File: src/rtl/ahb_fetch_master.sv
`timescale 1ns/1ps
// ahb_fetch_master: AHB-Lite SINGLE/WRAP4 instruction-fetch read initiator assembling a 4-word line.
// Latency: zero-wait SINGLE gives resp_valid 3 cycles after accept, WRAP4 6 cycles; +1 per hready-low cycle.
// Backpressure: hready low freezes all bus state; resp_valid held until resp_ready; req_ready only when idle.
// Optional macro FETCH_CRIT_WORD_EN adds crit_valid/crit_data early forwarding of the requested word.
module ahb_fetch_master #(
    parameter int ADDR_W = 32,
    parameter int DATA_W = 32
) (
    input  logic                clk,
    input  logic                rstn,
    input  logic                req_valid,
    output logic                req_ready,
    input  logic [ADDR_W-1:0]   req_addr,
    input  logic                req_burst,
    output logic [ADDR_W-1:0]   haddr,
    output logic [1:0]          htrans,
    output logic [2:0]          hburst,
    output logic                hwrite,
    input  logic                hready,
    input  logic [DATA_W-1:0]   hrdata,
    output logic                resp_valid,
    input  logic                resp_ready,
    output logic [4*DATA_W-1:0] resp_line,
    output logic [3:0]          resp_mask
`ifdef FETCH_CRIT_WORD_EN
    ,
    output logic                crit_valid,
    output logic [DATA_W-1:0]   crit_data
`endif
);

    localparam logic [1:0] HTRANS_IDLE   = 2'b00;
    localparam logic [1:0] HTRANS_NONSEQ = 2'b10;
    localparam logic [1:0] HTRANS_SEQ    = 2'b11;
    localparam logic [2:0] HBURST_SINGLE = 3'b000;
    localparam logic [2:0] HBURST_WRAP4  = 3'b010;

    typedef enum logic [2:0] {
        S_IDLE,
        S_ADDR,
        S_BURST,
        S_DRAIN,
        S_RESP
    } state_t;

    state_t              state_q;
    logic [ADDR_W-5:0]   base_q;     // 16-byte aligned line base
    logic [1:0]          off_q;      // word offset of the address currently on the bus
    logic                wrap_q;
    logic [2:0]          issued_q;   // address phases completed in this burst
    logic [DATA_W-1:0]   line_q [4];

    logic [1:0]          off_nxt;
    logic [1:0]          off_prv;
    logic [1:0]          cap_slot;
    logic                cap_en;
    logic                accept;
    logic                unused_addr_bits;

    // Byte-lane bits of the request address carry no information for word fetches.
    assign unused_addr_bits = ^req_addr[1:0];

    assign req_ready = (state_q == S_IDLE);
    assign accept    = req_ready && req_valid;
    assign hwrite    = 1'b0;
    assign off_nxt   = off_q + 2'd1;
    assign off_prv   = off_q - 2'd1;

    // The beat returning in BURST belongs to the previous (contiguous, wrapping) address;
    // in DRAIN haddr is held, so the beat belongs to the current offset.
    assign cap_en   = hready && ((state_q == S_BURST) || (state_q == S_DRAIN));
    assign cap_slot = (state_q == S_BURST) ? off_prv : off_q;

    assign resp_line = {line_q[3], line_q[2], line_q[1], line_q[0]};

    // Bus sequencing FSM: address/control outputs registered and frozen while hready is low.
    always_ff @(posedge clk or negedge rstn) begin
        if (!rstn) begin
            state_q    <= S_IDLE;
            base_q     <= '0;
            off_q      <= 2'd0;
            wrap_q     <= 1'b0;
            issued_q   <= 3'd0;
            haddr      <= '0;
            htrans     <= HTRANS_IDLE;
            hburst     <= HBURST_SINGLE;
            resp_valid <= 1'b0;
        end else begin
            case (state_q)
                S_IDLE: begin
                    if (req_valid) begin
                        base_q   <= req_addr[ADDR_W-1:4];
                        off_q    <= req_addr[3:2];
                        wrap_q   <= req_burst;
                        issued_q <= 3'd0;
                        haddr    <= {req_addr[ADDR_W-1:4], req_addr[3:2], 2'b00};
                        htrans   <= HTRANS_NONSEQ;
                        hburst   <= req_burst ? HBURST_WRAP4 : HBURST_SINGLE;
                        state_q  <= S_ADDR;
                    end
                end
                S_ADDR: begin
                    if (hready) begin
                        if (wrap_q) begin
                            off_q    <= off_nxt;
                            issued_q <= 3'd1;
                            haddr    <= {base_q, off_nxt, 2'b00};
                            htrans   <= HTRANS_SEQ;
                            state_q  <= S_BURST;
                        end else begin
                            htrans  <= HTRANS_IDLE;
                            state_q <= S_DRAIN;
                        end
                    end
                end
                S_BURST: begin
                    if (hready) begin
                        issued_q <= issued_q + 3'd1;
                        if (issued_q == 3'd3) begin
                            htrans  <= HTRANS_IDLE;
                            state_q <= S_DRAIN;
                        end else begin
                            off_q <= off_nxt;
                            haddr <= {base_q, off_nxt, 2'b00};
                        end
                    end
                end
                S_DRAIN: begin
                    if (hready) begin
                        resp_valid <= 1'b1;
                        state_q    <= S_RESP;
                    end
                end
                S_RESP: begin
                    if (resp_ready) begin
                        resp_valid <= 1'b0;
                        state_q    <= S_IDLE;
                    end
                end
                default: begin
                    state_q <= S_IDLE;
                end
            endcase
        end
    end

`ifdef FETCH_CRIT_WORD_EN
    logic first_q;   // next captured beat is the requested (critical) word

    // Critical-word forward: one-cycle pulse after the first beat lands.
    always_ff @(posedge clk or negedge rstn) begin
        if (!rstn) begin
            first_q    <= 1'b0;
            crit_valid <= 1'b0;
            crit_data  <= '0;
        end else begin
            crit_valid <= cap_en && first_q;
            if (accept) begin
                first_q <= 1'b1;
            end else if (cap_en) begin
                first_q <= 1'b0;
            end
            if (cap_en && first_q) begin
                crit_data <= hrdata;
            end
        end
    end
`endif

    // Line assembly: cleared on accept, each beat lands in the slot of its address.
    always_ff @(posedge clk or negedge rstn) begin
        if (!rstn) begin
            for (int k = 0; k < 4; k++) begin
                line_q[k] <= '0;
            end
            resp_mask <= 4'h0;
        end else if (accept) begin
            for (int k = 0; k < 4; k++) begin
                line_q[k] <= '0;
            end
            resp_mask <= 4'h0;
        end else if (cap_en) begin
            line_q[cap_slot]    <= hrdata;
            resp_mask[cap_slot] <= 1'b1;
        end
    end

endmodule

File: config.mk
export PLATFORM = sky130hd
export DESIGN_NAME = ahb_fetch_master
export DESIGN_NICKNAME = d
export VERILOG_FILES = /design/src/rtl/ahb_fetch_master.sv
export SDC_FILE = /design/constraint.sdc
export NUM_CORES = 1
export LEC_CHECK = 0
export ABC_AREA = 0
export BUFFER_PORTS_ARGS = -buffer_cell sky130_fd_sc_hd__buf_2
export CAP_MARGIN = 40
export CORE_MARGIN = 3
export CORE_UTILIZATION = 50
export DETAILED_ROUTE_END_ITERATION = 10
export GPL_TIMING_DRIVEN = 0
export PLACE_DENSITY = 0.89
export SLEW_MARGIN = 10
export SYNTH_ARGS = -nofsm -noshare
export SYNTH_HDL_FRONTEND = slang
export SYNTH_SLANG_ARGS = --single-unit
File: constraint.sdc
create_clock -name clk -period 3.5 [get_ports clk]
set_input_delay 0 -clock clk [delete_from_list [all_inputs] [get_ports clk]]
set_output_delay 0 -clock clk [all_outputs]
set_load 0.005 [all_outputs]
==> key figures <==
Floorplan
  – I/O pin cnt: 242
  – Die X: 137 µm
  – Die height: 137 µm
  – Starting Density: 51.4%
  – Row Count: 47
  – Die footprint: 18,800 µm²
  – Core ar.: 16,700 µm²

Logic synthesis
  – Top FF cell, synth: dfrtp_1
  – Synth area leader: dfrtp_1
  – Ys Warns: 0
  – Synth cell types: 47
  – Synth area leaders: dfrtp_1 58%, mux2_2 10%, nand2_1 8.7%
  – Synth async-reset ratio: 100%
  – Synth Cell Area: 8580 µm²
  – Synthesized flop and latch total: 200
  – Register area share after synthesis: 58.3%
  – Synth top area share: 58.3%
  – Avg Cell Area, Syn: 11.0 µm²
  – Number of flops mapped to enable cells by yosys: 0
  – Syn Inst Count: 778

GRT
  – Global-route wire length before repair: 38.4 mm
  – Vias in the first global route: 7,219
  – Grt peak-use layer: met2
  – Met3 Use GR: 7.57%
  – GR Util met2: 46.2%
  – Total GRT Usage: 26.7%
  – GR Overflow Total: 0
  – Largest net degree at the start of global routing: 75
  – Antenna violations before repair: 0
  – GR Util met1: 31.1%

Timing
  – Setup TNS: 0 ns
  – Tcrit/Tclk final: 60.2%
  – Slew Limit Fails: 0
  – Unrepaired setup endpoints after global routing: no
  – Min cycle time layout: 2.11 ns
  – Slew of the pin with the lowest slew margin: 0.543 ns
  – Slew margin rel.: 63.8%
  – Clock Skew: 0.0161 ns
  – # setup viols final: 0
  – Max Fclk: 474 MHz
  – Final hold violation count: 0

Routing
  – DRT Pass-1 Iters: 5
  – WL final: 25.4 mm
  – Vias: 7,231
  – WL/cell: 19.0 µm
  – Antenna viol nets, final: 0
  – Drc violations: 0
  – Vias/cell: 5.41
  – Starting DRC count in detailed routing: 405

Critical path
  – Reg2reg setup slack: 1.39 ns
  – Reg-to-reg critical path startpoint: state_q[1]
  – CP Max Fanout: 10
  – Critical path type: reg -> reg
  – Worst EP arrival: 2.41 ns
  – CP Data Required Time: 3.81 ns
  – Reg2reg end: resp_line[35]
  – Worst Reg-to-Reg Cells: 6
  – CP Launch Type: flip-flop
  – CP endpoint kind: flip-flop

Run status
  – Status: completed

Finish
  – Layout Nets: 1,175
  – P&R area growth vs syn: 32.4%
  – Share of layout cells above drive strength 1: 37.9%
  – Ant diodes: 0
  – Final Core Density: 68.0%
  – Fillers: 1,185

Clock network
  – Clock sinks: 200
  – Root buffer cell: clkbuf_16
  – Clock tree buffer depth: 2
  – Clock slew seen by the registers of the worst setup and hold paths: 0.08 ns
  – Clk Latency, worst-skew pair: 0.44 ns
  – H-tree depth: 4
  – CTS buffer count: 17
  – CTS tree: built

Power
  – Peak supply drop: 0.597 mV
  – Power density over the cells: 891 nW/µm²
  – Static leakage: 5.60 nW

Placement
  – I/O Buffers: 234
  – Routability cong.: 0.828
  – Hpwl dp: 17.0 mm

Min path
  – Hold Path Class: in -> async

Flow run
  – Max Cap Viol: 0
==> Yosys cell counts (2+ instances only) <==
| cell type | n |
|---|---|
| a31oi_1 | 2 |
| clkbuf_1 | 8 |
| mux2_2 | 77 |
| nor2_2 | 15 |
| a21oi_1 | 99 |
| buf_4 | 9 |
| ha_1 | 2 |
| xor2_1 | 2 |
| nand3_1 | 5 |
| buf_8 | 4 |
| dfrtp_1 | 200 |
| nand3b_1 | 2 |
| buf_2 | 32 |
| buf_6 | 6 |
| o21ai_0 | 5 |
| mux2i_1 | 37 |
| nand2_1 | 199 |
| or3_1 | 3 |
| mux2_4 | 2 |
| nor2_1 | 33 |
| nor2b_1 | 2 |
| inv_1 | 3 |
| nand2b_1 | 2 |
| mux2_1 | 5 |
| xnor2_1 | 2 |
==> how the worst max path moves through the flow <==
stage / from / endpoint / depth (start not counted)
after global routing: state_q[1] / resp_line[35] / 6
after floorplan: state_q[1] / haddr[10] / 6
after detailed placement: state_q[1] / resp_line[63] / 6
after global placement: rstn / resp_line[31] / 1
after CTS: state_q[1] / resp_mask[1] / 6
final: state_q[1] / resp_line[35] / 6
==> what timing repair did <==
item	4_1_cts	5_1_grt
hold buffers	66	0
buffers inserted	0	0
gates resized for setup	0	0
hold endpoints to repair	389	0
==> stage by stage <==
| stage | total power (W) | std cells | worst slack [ns] | area (µm²) | hold slack [ns] |
|---|---|---|---|---|---|
| after floorplan | 0.00638 | 782 | 1.71 | 8590 | -0.296 |
| after global placement | 0.00781 | 1236 | -0.859 | 10000 | 0.203 |
| after detailed placement | 0.00804 | 1238 | 1.41 | 10100 | -0.0442 |
| after CTS | 0.0101 | 1336 | 1.38 | 11400 | 0.0416 |
| after global routing | 0.0107 | 1336 | 1.28 | 11400 | 0.101 |
| final | 0.0101 | 1336 | 1.39 | 11400 | 0.0720 |
==> sequential cells by signal, summed over array words and instances, names as in the netlist <==
register and cells:
resp_mask 4, wrap_q 1, htrans 2, issued_q 3
off_q 1, base_q 28, haddr 29, resp_line 128
state_q 3, resp_valid 1
==> logic make-up (layout without fill, tap and decap cells) <==
family / Yosys count / in the layout / share of synthesized area (%)
simple gates: 271 / 271 / 13.4
xor+xnor: 4 / 4 / 0.408
other cells: 1 / 5 / 0.0437
buf+inv: 63 / 397 / 4.67
fa+ha+maj: 2 / 2 / 0.292
mux: 121 / 121 / 15.4
flops: 200 / 200 / 58.3
compound gates: 116 / 116 / 7.37
==> worst max-delay path: stages, from the launching register on <==
cell	delay, ns
dfrtp_1	0.36
buf_2	0.18
nand2b_1	0.23
nor3_4	0.37
buf_2	0.37
buf_2	0.35
nor2_1	0.11
==> layer usage <==
metal,vias up,wire [µm]
li1,3239,-
met2,371,12900
met3,71,2270
met1,3550,9410
met5,-,0
met4,0,802
==> final cells by class <==
class	instances	area (µm²)	share of cell area [%]
multi-input combinational	519	3190	28.1
tap	220	275	2.42
clock buffer	18	439	3.87
sequential	200	5000	44.1
inverter	3	11.3	0.0992
timing repair buffer	302	1900	16.7
buffer	60	389	3.43
clock inverter	14	151	1.33
==> placed cells by master (no fill, tap or decap), types with 4 or more instances in the layout <==
cell / count
mux2i_1: 37
inv_6: 4
nand3_1: 5
a21oi_1: 99
mux2_2: 77
conb_1: 5
buf_6: 6
buf_4: 9
buf_2: 265
o21ai_0: 5
mux2_1: 5
dlygate4sd3_1: 66
buf_8: 5
nor2_1: 33
nand2_1: 199
dfrtp_1: 200
nor2_2: 15
clkbuf_1: 8
clkbuf_16: 17
==> power by group <==
group / switching, W / internal [W] / leakage, nW
clock: 0.000976 / 0.000976 / 0.286
combinational: 0.00219 / 0.00212 / 2.72
sequential: 0.000559 / 0.00331 / 2.60
total: 0.00372 / 0.00640 / 5.60
No activity file was read; power rests on OpenSTA's default activity.
